`src/rtl/spi_display_rx_if.sv`:
```
// Pin-level bundle for the ST7735-style SPI display receiver: async SPI inputs
// toward the receiver and the decoded command/window/pixel outputs back out.
interface spi_display_rx_if #(
  parameter int BYTES_PER_PX = 2,
  parameter int COORD_W      = 10
);
  logic                      i_spi_clk;
  logic                      i_spi_cs;
  logic                      i_spi_mosi;
  logic                      i_dc;
  logic [7:0]                o_inst_data;
  logic                      o_inst_en_pls;
  logic [31:0]               o_col_addr;
  logic                      o_col_addr_en_pls;
  logic [31:0]               o_row_addr;
  logic                      o_row_addr_en_pls;
  logic [8*BYTES_PER_PX-1:0] o_pixel_data;
  logic [COORD_W-1:0]        o_pixel_x;
  logic [COORD_W-1:0]        o_pixel_y;
  logic                      o_pixel_en_pls;
  logic                      o_pixel_first;
  logic                      o_pixel_last;
  logic                      o_disp_on;
  logic                      o_swreset_pls;
  logic                      o_frame_err_pls;

  modport slave (
    input  i_spi_clk, i_spi_cs, i_spi_mosi, i_dc,
    output o_inst_data, o_inst_en_pls, o_col_addr, o_col_addr_en_pls,
           o_row_addr, o_row_addr_en_pls, o_pixel_data, o_pixel_x, o_pixel_y,
           o_pixel_en_pls, o_pixel_first, o_pixel_last, o_disp_on,
           o_swreset_pls, o_frame_err_pls
  );

  modport master (
    output i_spi_clk, i_spi_cs, i_spi_mosi, i_dc,
    input  o_inst_data, o_inst_en_pls, o_col_addr, o_col_addr_en_pls,
           o_row_addr, o_row_addr_en_pls, o_pixel_data, o_pixel_x, o_pixel_y,
           o_pixel_en_pls, o_pixel_first, o_pixel_last, o_disp_on,
           o_swreset_pls, o_frame_err_pls
  );
endinterface

```
`src/rtl/spi_display_rx.sv`:
```
// ST7735-style SPI (mode 0) receiver oversampled in i_clk: decodes commands,
// CASET/RASET windows and RAMWR pixel streams with (x,y) walked inside the window.
module spi_display_rx #(
  parameter int SYNC_STAGES  = 2,
  parameter int BYTES_PER_PX = 2,
  parameter int COORD_W      = 10,
  parameter int DEF_XE       = 127,
  parameter int DEF_YE       = 159
) (
  input logic            i_clk,
  input logic            i_rst_n,
  spi_display_rx_if.slave bus
);
  localparam int         PXW     = 8 * BYTES_PER_PX;
  localparam logic [15:0] XE_RST = 16'(DEF_XE);
  localparam logic [15:0] YE_RST = 16'(DEF_YE);
  localparam logic [1:0]  PX_LAST = 2'(BYTES_PER_PX - 1);

  localparam logic [7:0] CMD_SWRESET = 8'h01;
  localparam logic [7:0] CMD_DISPOFF = 8'h28;
  localparam logic [7:0] CMD_DISPON  = 8'h29;
  localparam logic [7:0] CMD_CASET   = 8'h2A;
  localparam logic [7:0] CMD_RASET   = 8'h2B;
  localparam logic [7:0] CMD_RAMWR   = 8'h2C;

  // ---------------- synchronisers ----------------
  logic [SYNC_STAGES-1:0] sck_sync_q, cs_sync_q, mosi_sync_q, dc_sync_q;
  logic                   sck_dly_q, cs_dly_q;
  logic                   sck_s, cs_s, mosi_s, dc_s, sck_rise, cs_rise;

  always_ff @(posedge i_clk) begin
    if (!i_rst_n) begin
      sck_sync_q  <= '0;
      cs_sync_q   <= '0;
      mosi_sync_q <= '0;
      dc_sync_q   <= '0;
      sck_dly_q   <= 1'b0;
      cs_dly_q    <= 1'b0;
    end else begin
      sck_sync_q  <= {sck_sync_q[SYNC_STAGES-2:0],  bus.i_spi_clk};
      cs_sync_q   <= {cs_sync_q[SYNC_STAGES-2:0],   bus.i_spi_cs};
      mosi_sync_q <= {mosi_sync_q[SYNC_STAGES-2:0], bus.i_spi_mosi};
      dc_sync_q   <= {dc_sync_q[SYNC_STAGES-2:0],   bus.i_dc};
      sck_dly_q   <= sck_s;
      cs_dly_q    <= cs_s;
    end
  end

  assign sck_s    = sck_sync_q[SYNC_STAGES-1];
  assign cs_s     = cs_sync_q[SYNC_STAGES-1];
  assign mosi_s   = mosi_sync_q[SYNC_STAGES-1];
  assign dc_s     = dc_sync_q[SYNC_STAGES-1];
  assign sck_rise = sck_s & ~sck_dly_q;
  assign cs_rise  = cs_s & ~cs_dly_q;

  // ---------------- byte assembly ----------------
  logic [2:0] bit_cnt_q;
  logic [6:0] shift_q;
  logic [7:0] byte_q;
  logic       byte_vld_q, byte_dc_q;

  always_ff @(posedge i_clk) begin
    if (!i_rst_n) begin
      bit_cnt_q  <= '0;
      shift_q    <= '0;
      byte_q     <= '0;
      byte_vld_q <= 1'b0;
      byte_dc_q  <= 1'b0;
    end else begin
      byte_vld_q <= 1'b0;
      if (cs_s) begin
        bit_cnt_q <= '0;
      end else if (sck_rise) begin
        shift_q   <= {shift_q[5:0], mosi_s};
        bit_cnt_q <= bit_cnt_q + 3'd1;
        if (bit_cnt_q == 3'd7) begin
          byte_q     <= {shift_q, mosi_s};
          byte_vld_q <= 1'b1;
          byte_dc_q  <= dc_s;
        end
      end
    end
  end

  // ---------------- decode state ----------------
  logic [7:0]         inst_q;
  logic               inst_en_q, col_en_q, row_en_q, pix_en_q, swreset_q, frame_err_q;
  logic [31:0]        col_q, row_q;
  logic [2:0]         param_cnt_q;
  logic [1:0]         pix_cnt_q;
  logic [PXW-9:0]     acc_q;
  logic [PXW-1:0]     pix_data_q, px_word;
  logic [COORD_W-1:0] pix_x_q, pix_y_q, x_q, y_q;
  logic [COORD_W-1:0] win_xs_q, win_xe_q, win_ys_q, win_ye_q;
  logic               first_q, first_out_q, last_out_q, disp_on_q;
  logic [COORD_W-1:0] x_d, y_d;
  logic               last_d;

  assign px_word = {acc_q, byte_q};

  // Walk inside the window latched at RAMWR; >= keeps a degenerate XS>XE window sane.
  always_comb begin
    x_d    = x_q + COORD_W'(1);
    y_d    = y_q;
    last_d = 1'b0;
    if (x_q >= win_xe_q) begin
      x_d = win_xs_q;
      if (y_q >= win_ye_q) begin
        y_d    = win_ys_q;
        last_d = 1'b1;
      end else begin
        y_d = y_q + COORD_W'(1);
      end
    end
  end

  always_ff @(posedge i_clk) begin
    if (!i_rst_n) begin
      inst_q      <= '0;
      inst_en_q   <= 1'b0;
      col_en_q    <= 1'b0;
      row_en_q    <= 1'b0;
      pix_en_q    <= 1'b0;
      swreset_q   <= 1'b0;
      frame_err_q <= 1'b0;
      col_q       <= {16'h0000, XE_RST};
      row_q       <= {16'h0000, YE_RST};
      param_cnt_q <= '0;
      pix_cnt_q   <= '0;
      acc_q       <= '0;
      pix_data_q  <= '0;
      pix_x_q     <= '0;
      pix_y_q     <= '0;
      x_q         <= '0;
      y_q         <= '0;
      win_xs_q    <= '0;
      win_xe_q    <= XE_RST[COORD_W-1:0];
      win_ys_q    <= '0;
      win_ye_q    <= YE_RST[COORD_W-1:0];
      first_q     <= 1'b0;
      first_out_q <= 1'b0;
      last_out_q  <= 1'b0;
      disp_on_q   <= 1'b0;
    end else begin
      inst_en_q   <= 1'b0;
      col_en_q    <= 1'b0;
      row_en_q    <= 1'b0;
      pix_en_q    <= 1'b0;
      swreset_q   <= 1'b0;
      frame_err_q <= cs_rise && (bit_cnt_q != 3'd0 || pix_cnt_q != 2'd0);
      if (cs_s) pix_cnt_q <= '0;

      if (byte_vld_q && !byte_dc_q) begin
        inst_q      <= byte_q;
        inst_en_q   <= 1'b1;
        param_cnt_q <= '0;
        pix_cnt_q   <= '0;
        case (byte_q)
          CMD_SWRESET: begin
            swreset_q <= 1'b1;
            disp_on_q <= 1'b0;
            col_q     <= {16'h0000, XE_RST};
            row_q     <= {16'h0000, YE_RST};
          end
          CMD_DISPOFF: disp_on_q <= 1'b0;
          CMD_DISPON:  disp_on_q <= 1'b1;
          CMD_RAMWR: begin
            win_xs_q <= col_q[16 +: COORD_W];
            win_xe_q <= col_q[0  +: COORD_W];
            win_ys_q <= row_q[16 +: COORD_W];
            win_ye_q <= row_q[0  +: COORD_W];
            x_q      <= col_q[16 +: COORD_W];
            y_q      <= row_q[16 +: COORD_W];
            first_q  <= 1'b1;
          end
          default: ;
        endcase
      end else if (byte_vld_q) begin
        case (inst_q)
          CMD_CASET: if (param_cnt_q < 3'd4) begin
            col_q       <= {col_q[23:0], byte_q};
            param_cnt_q <= param_cnt_q + 3'd1;
            col_en_q    <= (param_cnt_q == 3'd3);
          end
          CMD_RASET: if (param_cnt_q < 3'd4) begin
            row_q       <= {row_q[23:0], byte_q};
            param_cnt_q <= param_cnt_q + 3'd1;
            row_en_q    <= (param_cnt_q == 3'd3);
          end
          CMD_RAMWR: begin
            if (pix_cnt_q == PX_LAST) begin
              pix_cnt_q   <= '0;
              pix_en_q    <= 1'b1;
              pix_data_q  <= px_word;
              pix_x_q     <= x_q;
              pix_y_q     <= y_q;
              first_out_q <= first_q;
              last_out_q  <= last_d;
              first_q     <= 1'b0;
              x_q         <= x_d;
              y_q         <= y_d;
            end else begin
              pix_cnt_q <= pix_cnt_q + 2'd1;
              acc_q     <= px_word[PXW-9:0];
            end
          end
          default: ;
        endcase
      end
    end
  end

  assign bus.o_inst_data       = inst_q;
  assign bus.o_inst_en_pls     = inst_en_q;
  assign bus.o_col_addr        = col_q;
  assign bus.o_col_addr_en_pls = col_en_q;
  assign bus.o_row_addr        = row_q;
  assign bus.o_row_addr_en_pls = row_en_q;
  assign bus.o_pixel_data      = pix_data_q;
  assign bus.o_pixel_x         = pix_x_q;
  assign bus.o_pixel_y         = pix_y_q;
  assign bus.o_pixel_en_pls    = pix_en_q;
  assign bus.o_pixel_first     = first_out_q;
  assign bus.o_pixel_last      = last_out_q;
  assign bus.o_disp_on         = disp_on_q;
  assign bus.o_swreset_pls     = swreset_q;
  assign bus.o_frame_err_pls   = frame_err_q;
endmodule
```
`src/flat_wrapper.sv`:
```
// flat-port wrapper written by rule: the top's interface ports become plain ports
module spi_display_rx_flat 
#(
  parameter int SYNC_STAGES  = 2,
  parameter int BYTES_PER_PX = 2,
  parameter int COORD_W      = 10,
  parameter int DEF_XE       = 127,
  parameter int DEF_YE       = 159
)
  (i_clk, i_rst_n, bus_i_spi_clk, bus_i_spi_cs, bus_i_spi_mosi, bus_i_dc, bus_o_inst_data, bus_o_inst_en_pls, bus_o_col_addr, bus_o_col_addr_en_pls, bus_o_row_addr, bus_o_row_addr_en_pls, bus_o_pixel_data, bus_o_pixel_x, bus_o_pixel_y, bus_o_pixel_en_pls, bus_o_pixel_first, bus_o_pixel_last, bus_o_disp_on, bus_o_swreset_pls, bus_o_frame_err_pls);
  spi_display_rx_if #(.BYTES_PER_PX(BYTES_PER_PX), .COORD_W(COORD_W)) bus_i ();
  input logic i_clk;
  input logic i_rst_n;
  input wire logic [$bits(bus_i.i_spi_clk)-1:0] bus_i_spi_clk;
  input wire logic [$bits(bus_i.i_spi_cs)-1:0] bus_i_spi_cs;
  input wire logic [$bits(bus_i.i_spi_mosi)-1:0] bus_i_spi_mosi;
  input wire logic [$bits(bus_i.i_dc)-1:0] bus_i_dc;
  output wire logic [$bits(bus_i.o_inst_data)-1:0] bus_o_inst_data;
  output wire logic [$bits(bus_i.o_inst_en_pls)-1:0] bus_o_inst_en_pls;
  output wire logic [$bits(bus_i.o_col_addr)-1:0] bus_o_col_addr;
  output wire logic [$bits(bus_i.o_col_addr_en_pls)-1:0] bus_o_col_addr_en_pls;
  output wire logic [$bits(bus_i.o_row_addr)-1:0] bus_o_row_addr;
  output wire logic [$bits(bus_i.o_row_addr_en_pls)-1:0] bus_o_row_addr_en_pls;
  output wire logic [$bits(bus_i.o_pixel_data)-1:0] bus_o_pixel_data;
  output wire logic [$bits(bus_i.o_pixel_x)-1:0] bus_o_pixel_x;
  output wire logic [$bits(bus_i.o_pixel_y)-1:0] bus_o_pixel_y;
  output wire logic [$bits(bus_i.o_pixel_en_pls)-1:0] bus_o_pixel_en_pls;
  output wire logic [$bits(bus_i.o_pixel_first)-1:0] bus_o_pixel_first;
  output wire logic [$bits(bus_i.o_pixel_last)-1:0] bus_o_pixel_last;
  output wire logic [$bits(bus_i.o_disp_on)-1:0] bus_o_disp_on;
  output wire logic [$bits(bus_i.o_swreset_pls)-1:0] bus_o_swreset_pls;
  output wire logic [$bits(bus_i.o_frame_err_pls)-1:0] bus_o_frame_err_pls;
  assign bus_i.i_spi_clk = bus_i_spi_clk;
  assign bus_i.i_spi_cs = bus_i_spi_cs;
  assign bus_i.i_spi_mosi = bus_i_spi_mosi;
  assign bus_i.i_dc = bus_i_dc;
  assign bus_o_inst_data = bus_i.o_inst_data;
  assign bus_o_inst_en_pls = bus_i.o_inst_en_pls;
  assign bus_o_col_addr = bus_i.o_col_addr;
  assign bus_o_col_addr_en_pls = bus_i.o_col_addr_en_pls;
  assign bus_o_row_addr = bus_i.o_row_addr;
  assign bus_o_row_addr_en_pls = bus_i.o_row_addr_en_pls;
  assign bus_o_pixel_data = bus_i.o_pixel_data;
  assign bus_o_pixel_x = bus_i.o_pixel_x;
  assign bus_o_pixel_y = bus_i.o_pixel_y;
  assign bus_o_pixel_en_pls = bus_i.o_pixel_en_pls;
  assign bus_o_pixel_first = bus_i.o_pixel_first;
  assign bus_o_pixel_last = bus_i.o_pixel_last;
  assign bus_o_disp_on = bus_i.o_disp_on;
  assign bus_o_swreset_pls = bus_i.o_swreset_pls;
  assign bus_o_frame_err_pls = bus_i.o_frame_err_pls;
  spi_display_rx #(.SYNC_STAGES(SYNC_STAGES), .BYTES_PER_PX(BYTES_PER_PX), .COORD_W(COORD_W), .DEF_XE(DEF_XE), .DEF_YE(DEF_YE)) u_core (.i_clk(i_clk), .i_rst_n(i_rst_n), .bus(bus_i));
endmodule
```
`config.mk`:
```
export PLATFORM = sky130hd
export DESIGN_NAME = spi_display_rx_flat
export DESIGN_NICKNAME = d
export VERILOG_FILES = /design/src/rtl/spi_display_rx_if.sv /design/src/rtl/spi_display_rx.sv /design/src/flat_wrapper.sv
export SDC_FILE = /design/constraint.sdc
export NUM_CORES = 1
export LEC_CHECK = 0
export CAP_MARGIN = 20
export CORE_ASPECT_RATIO = 1.75
export CORE_MARGIN = 2
export CORE_UTILIZATION = 30
export DETAILED_ROUTE_END_ITERATION = 6
export REMOVE_ABC_BUFFERS = 1
export SETUP_SLACK_MARGIN = 0.15
export SLEW_MARGIN = 10
export SYNTH_ARGS = -nofsm -noshare
export SYNTH_HDL_FRONTEND = slang
export SYNTH_SLANG_ARGS = --single-unit
```
`constraint.sdc`:
```
create_clock -name i_clk -period 2.71 [get_ports i_clk]
set_input_delay 0.542 -clock i_clk [delete_from_list [all_inputs] [get_ports i_clk]]
set_output_delay 0.542 -clock i_clk [all_outputs]
set_load 0.02 [all_outputs]
```
==> flow_summary.json <==
{
  "fin_area_um2": 11600,
  "die_h_um": 234,
  "ctsLongestPathBuffers": 3,
  "rsz0062_at_grt": "false",
  "finalHoldViolations": 0,
  "numPortBuffers": 122,
  "synthSimpleGateAreaFrac": 0.220,
  "power.share.combinational": 0.020,
  "synth_ff_type": "dfxtp_1",
  "drc": 0,
  "power.leakage_nw": 4.17,
  "tightest_slew_ns": 0.645,
  "min_period_ns": 2.48,
  "globalplace.congestion": 0.873,
  "root_buffer": "clkbuf_16",
  "synth_compound_area_frac": 0.166,
  "die-area_um2": 31600,
  "worst_clock_skew_ns": 0.0233,
  "synth_edf_count": 0,
  "die_w_um": 135,
  "ys_types": 58,
  "clkTransAtPathRegs_ns": 0.06,
  "clockPowerShare": 0.473,
  "routed_wl_um": 28000,
  "cts_made_buffers": 22,
  "via_count": 8109,
  "ioPinCount": 123,
  "max_slew_margin": 0.568,
  "p_total_mw": 6.43,
  "drtAntennaViolNets": 0,
  "place_ws_ns": 0.182,
  "fin_nets": 1241,
  "avgSynthCellArea_um2": 8.29,
  "fin_ws_ns": 0.225,
  "critPathLaunchType": "flip-flop",
  "cp_max_fo": 14,
  "p_sw_mw": 1.37,
  "intPower_mw": 5.07,
  "tritoncts": "built",
  "place_hpwl_um": 20100,
  "drtIter0Drc": 474,
  "crit_path_end_kind": "flip-flop",
  "vias_per_cell": 5.05,
  "yosysWarnings": 0,
  "p_seq_frac": 0.507,
  "synthesis.area_um2": 9030,
  "synthMuxAreaShare": 0.0190,
  "track_usage": 0.175,
  "synth_xor_area_frac": 0.0175,
  "synth_top_family_by_area": "simple AND/OR/NAND/NOR gates",
  "fin_crit_sh": 0.917,
  "place_area_um2": 10900,
  "clock_latency_ns": 0.53,
  "drive_gt1_frac": 0.0853,
  "synthAdderAreaFrac": 0.0374,
  "max-cap-violations": 0,
  "core_area_um2": 29800,
  "cts_htree_levels": 1,
  "synth-seq-cells": 221,
  "status": "complete, no violations",
  "p_per_area_nw_per_um2": 555,
  "fmax_mhz": 402,
  "ir_drop_mv": 0.393,
  "clock_sinks": 221,
  "seq_area_frac_synth": 0.490,
  "syn_inst": 1090,
  "path_class": "flip-flop to flip-flop",
  "critPathRequiredTime_ns": 3.17,
  "wl_per_cell_um": 17.4,
  "setup_violations": 0,
  "grt_antenna_before_repair": 0,
  "grt_max_degree": 58,
  "drv_slew": 0,
  "area_growth_syn_to_layout_pct": 28.2,
  "grt_pass1_wl_um": 43000,
  "initial_core_util": 0.303,
  "first_pass_iters": 5,
  "arrival_ns": 2.94,
  "grt_overflow": 0,
  "switching_share": 0.212,
  "first_global_vias": 7848,
  "post-route-util": 0.388,
  "synthArstFlopShare": 0,
  "min-delay-path-class": "flip-flop to flip-flop",
  "n_antenna_cell": 0,
  "rows": 84
}
==> stage by stage <==
step | std cells | setup TNS, ns | hold WS, ns
global placement | 1570 | 0 | 0.386
global route | 1606 | 0 | 0.422
floorplan | 1011 | -110.43 | 0.373
detailed placement | 1570 | 0 | 0.395
CTS | 1605 | 0 | 0.408
finish | 1606 | 0 | 0.409
==> layout make-up <==
type                    instances  area [um2]
clock buffers                  29         648
clock inverters                 6        62.6
fillers                      3058       18300
inverters                      30         115
multi-input cells             761        4200
flip-flops and latches        221        4420
well taps                     387         484
repair buffers                172        1640
==> power by group through the flow <==
stage	Sequential, mW	Combinational, mW	Clock (mW)
after detailed placement	3.34	0.129	0
after CTS	3.26	0.130	3.12
after global routing	3.26	0.141	3.23
after global placement	3.34	0.128	0
final	3.26	0.130	3.04
after floorplan	3.33	0.0680	0
==> worst max-delay path, cell delays in order, from the launching register on <==
cell     delay (ns)
dfxtp_1        0.32
or4b_4         0.57
or3_4          0.43
or4_4          0.50
buf_4          0.24
nor2_4         0.20
a22o_1         0.15
==> logic make-up after synthesis <==
| group | Yosys count |
|---|---|
| fa+ha+maj | 27 |
| flops | 221 |
| mux | 17 |
| simple gates | 442 |
| compound gates | 256 |
| xor+xnor | 18 |
| buf+inv | 109 |
==> routing by layer <==
metal  wire length (um)  vias up  global-route usage
li1                   -     3968                   -
met1              10200     3881               0.177
met2              15000      195               0.332
met3               1040       65              0.0193
met4               1790        0               0.117
met5                  0        -                   0
==> registers in the layout (all words and copies together) (netlist names), 8 cells and up <==
name / count
u_core.x_q: 10
u_core.win_ys_q: 10
u_core.win_xe_q: 10
u_core.bus.o_pixel_data: 16
u_core.acc_q: 8
u_core.bus.o_pixel_x: 10
u_core.win_xs_q: 10
u_core.bus.o_pixel_y: 10
u_core.y_q: 10
u_core.bus.o_inst_data: 8
u_core.byte_q: 8
u_core.bus.o_row_addr: 32
u_core.bus.o_col_addr: 32
u_core.win_ye_q: 10
==> path summary, 6_finish.rpt <==
path / startpoint / end / slack, ns / depth (start not counted)
worst max-delay path: u_core.bus.o_inst_data[4] / u_core.bus.o_row_addr[17] / 0.23 / 6
worst min-delay path: u_core.cs_dly_q / u_core.bus.o_frame_err_pls / 0.41 / 1
worst max register to register: u_core.bus.o_inst_data[4] / u_core.bus.o_row_addr[17] / 0.23 / 6
worst min register to register: u_core.cs_dly_q / u_core.bus.o_frame_err_pls / 0.41 / 1
==> Yosys cell counts (all sizes together), types with 3 or more instances <==
library cell,number,area share
xor2,7,0.0068
a221oi,3,0.0029
nand2b,8,0.0055
ha,27,0.037
o31ai,10,0.0083
a21oi,153,0.085
or2,3,0.0021
xnor2,11,0.011
nor2,54,0.025
buf,18,0.012
nor3,22,0.012
nor4,6,0.0048
clkbuf,61,0.025
dfxtp,221,0.49
inv,30,0.012
nand4,6,0.0042
nand2,244,0.10
or4,4,0.0037
and2,12,0.0083
o211ai,27,0.022
mux2i,16,0.018
a22o,14,0.014
a211o,4,0.0039
nand3,63,0.035
a31oi,10,0.0069
o21ai,24,0.013
nor2b,5,0.0035
==> repair_timing <==
item | in CTS | in global routing
setup buffers | 0 | 0
setup endpoints to repair | 0 | 21
hold buffers | 0 | 0
gates resized for setup | 0 | 1
==> cells in the final DEF, fill, tap and decap left out, types with 3 or more instances in the layout <==
cell type,count
a211o_1,4
a21oi_1,153
a221oi_1,3
a22o_1,14
a31oi_1,10
and2_1,12
buf_12,4
buf_4,46
clkbuf_16,23
clkbuf_8,5
clkdlybuf4s50_1,121
clkinv_2,3
dfxtp_1,221
ha_1,27
inv_1,29
mux2i_1,16
nand2_1,243
nand2b_1,8
nand3_1,63
nand4_1,6
nor2_1,50
nor2b_1,4
nor3_1,21
nor4_1,4
o211ai_1,27
o21ai_0,11
o21ai_1,13
o31ai_1,10
or4_1,3
xnor2_1,11
xor2_1,7
(Power assumes the default switching activity.)
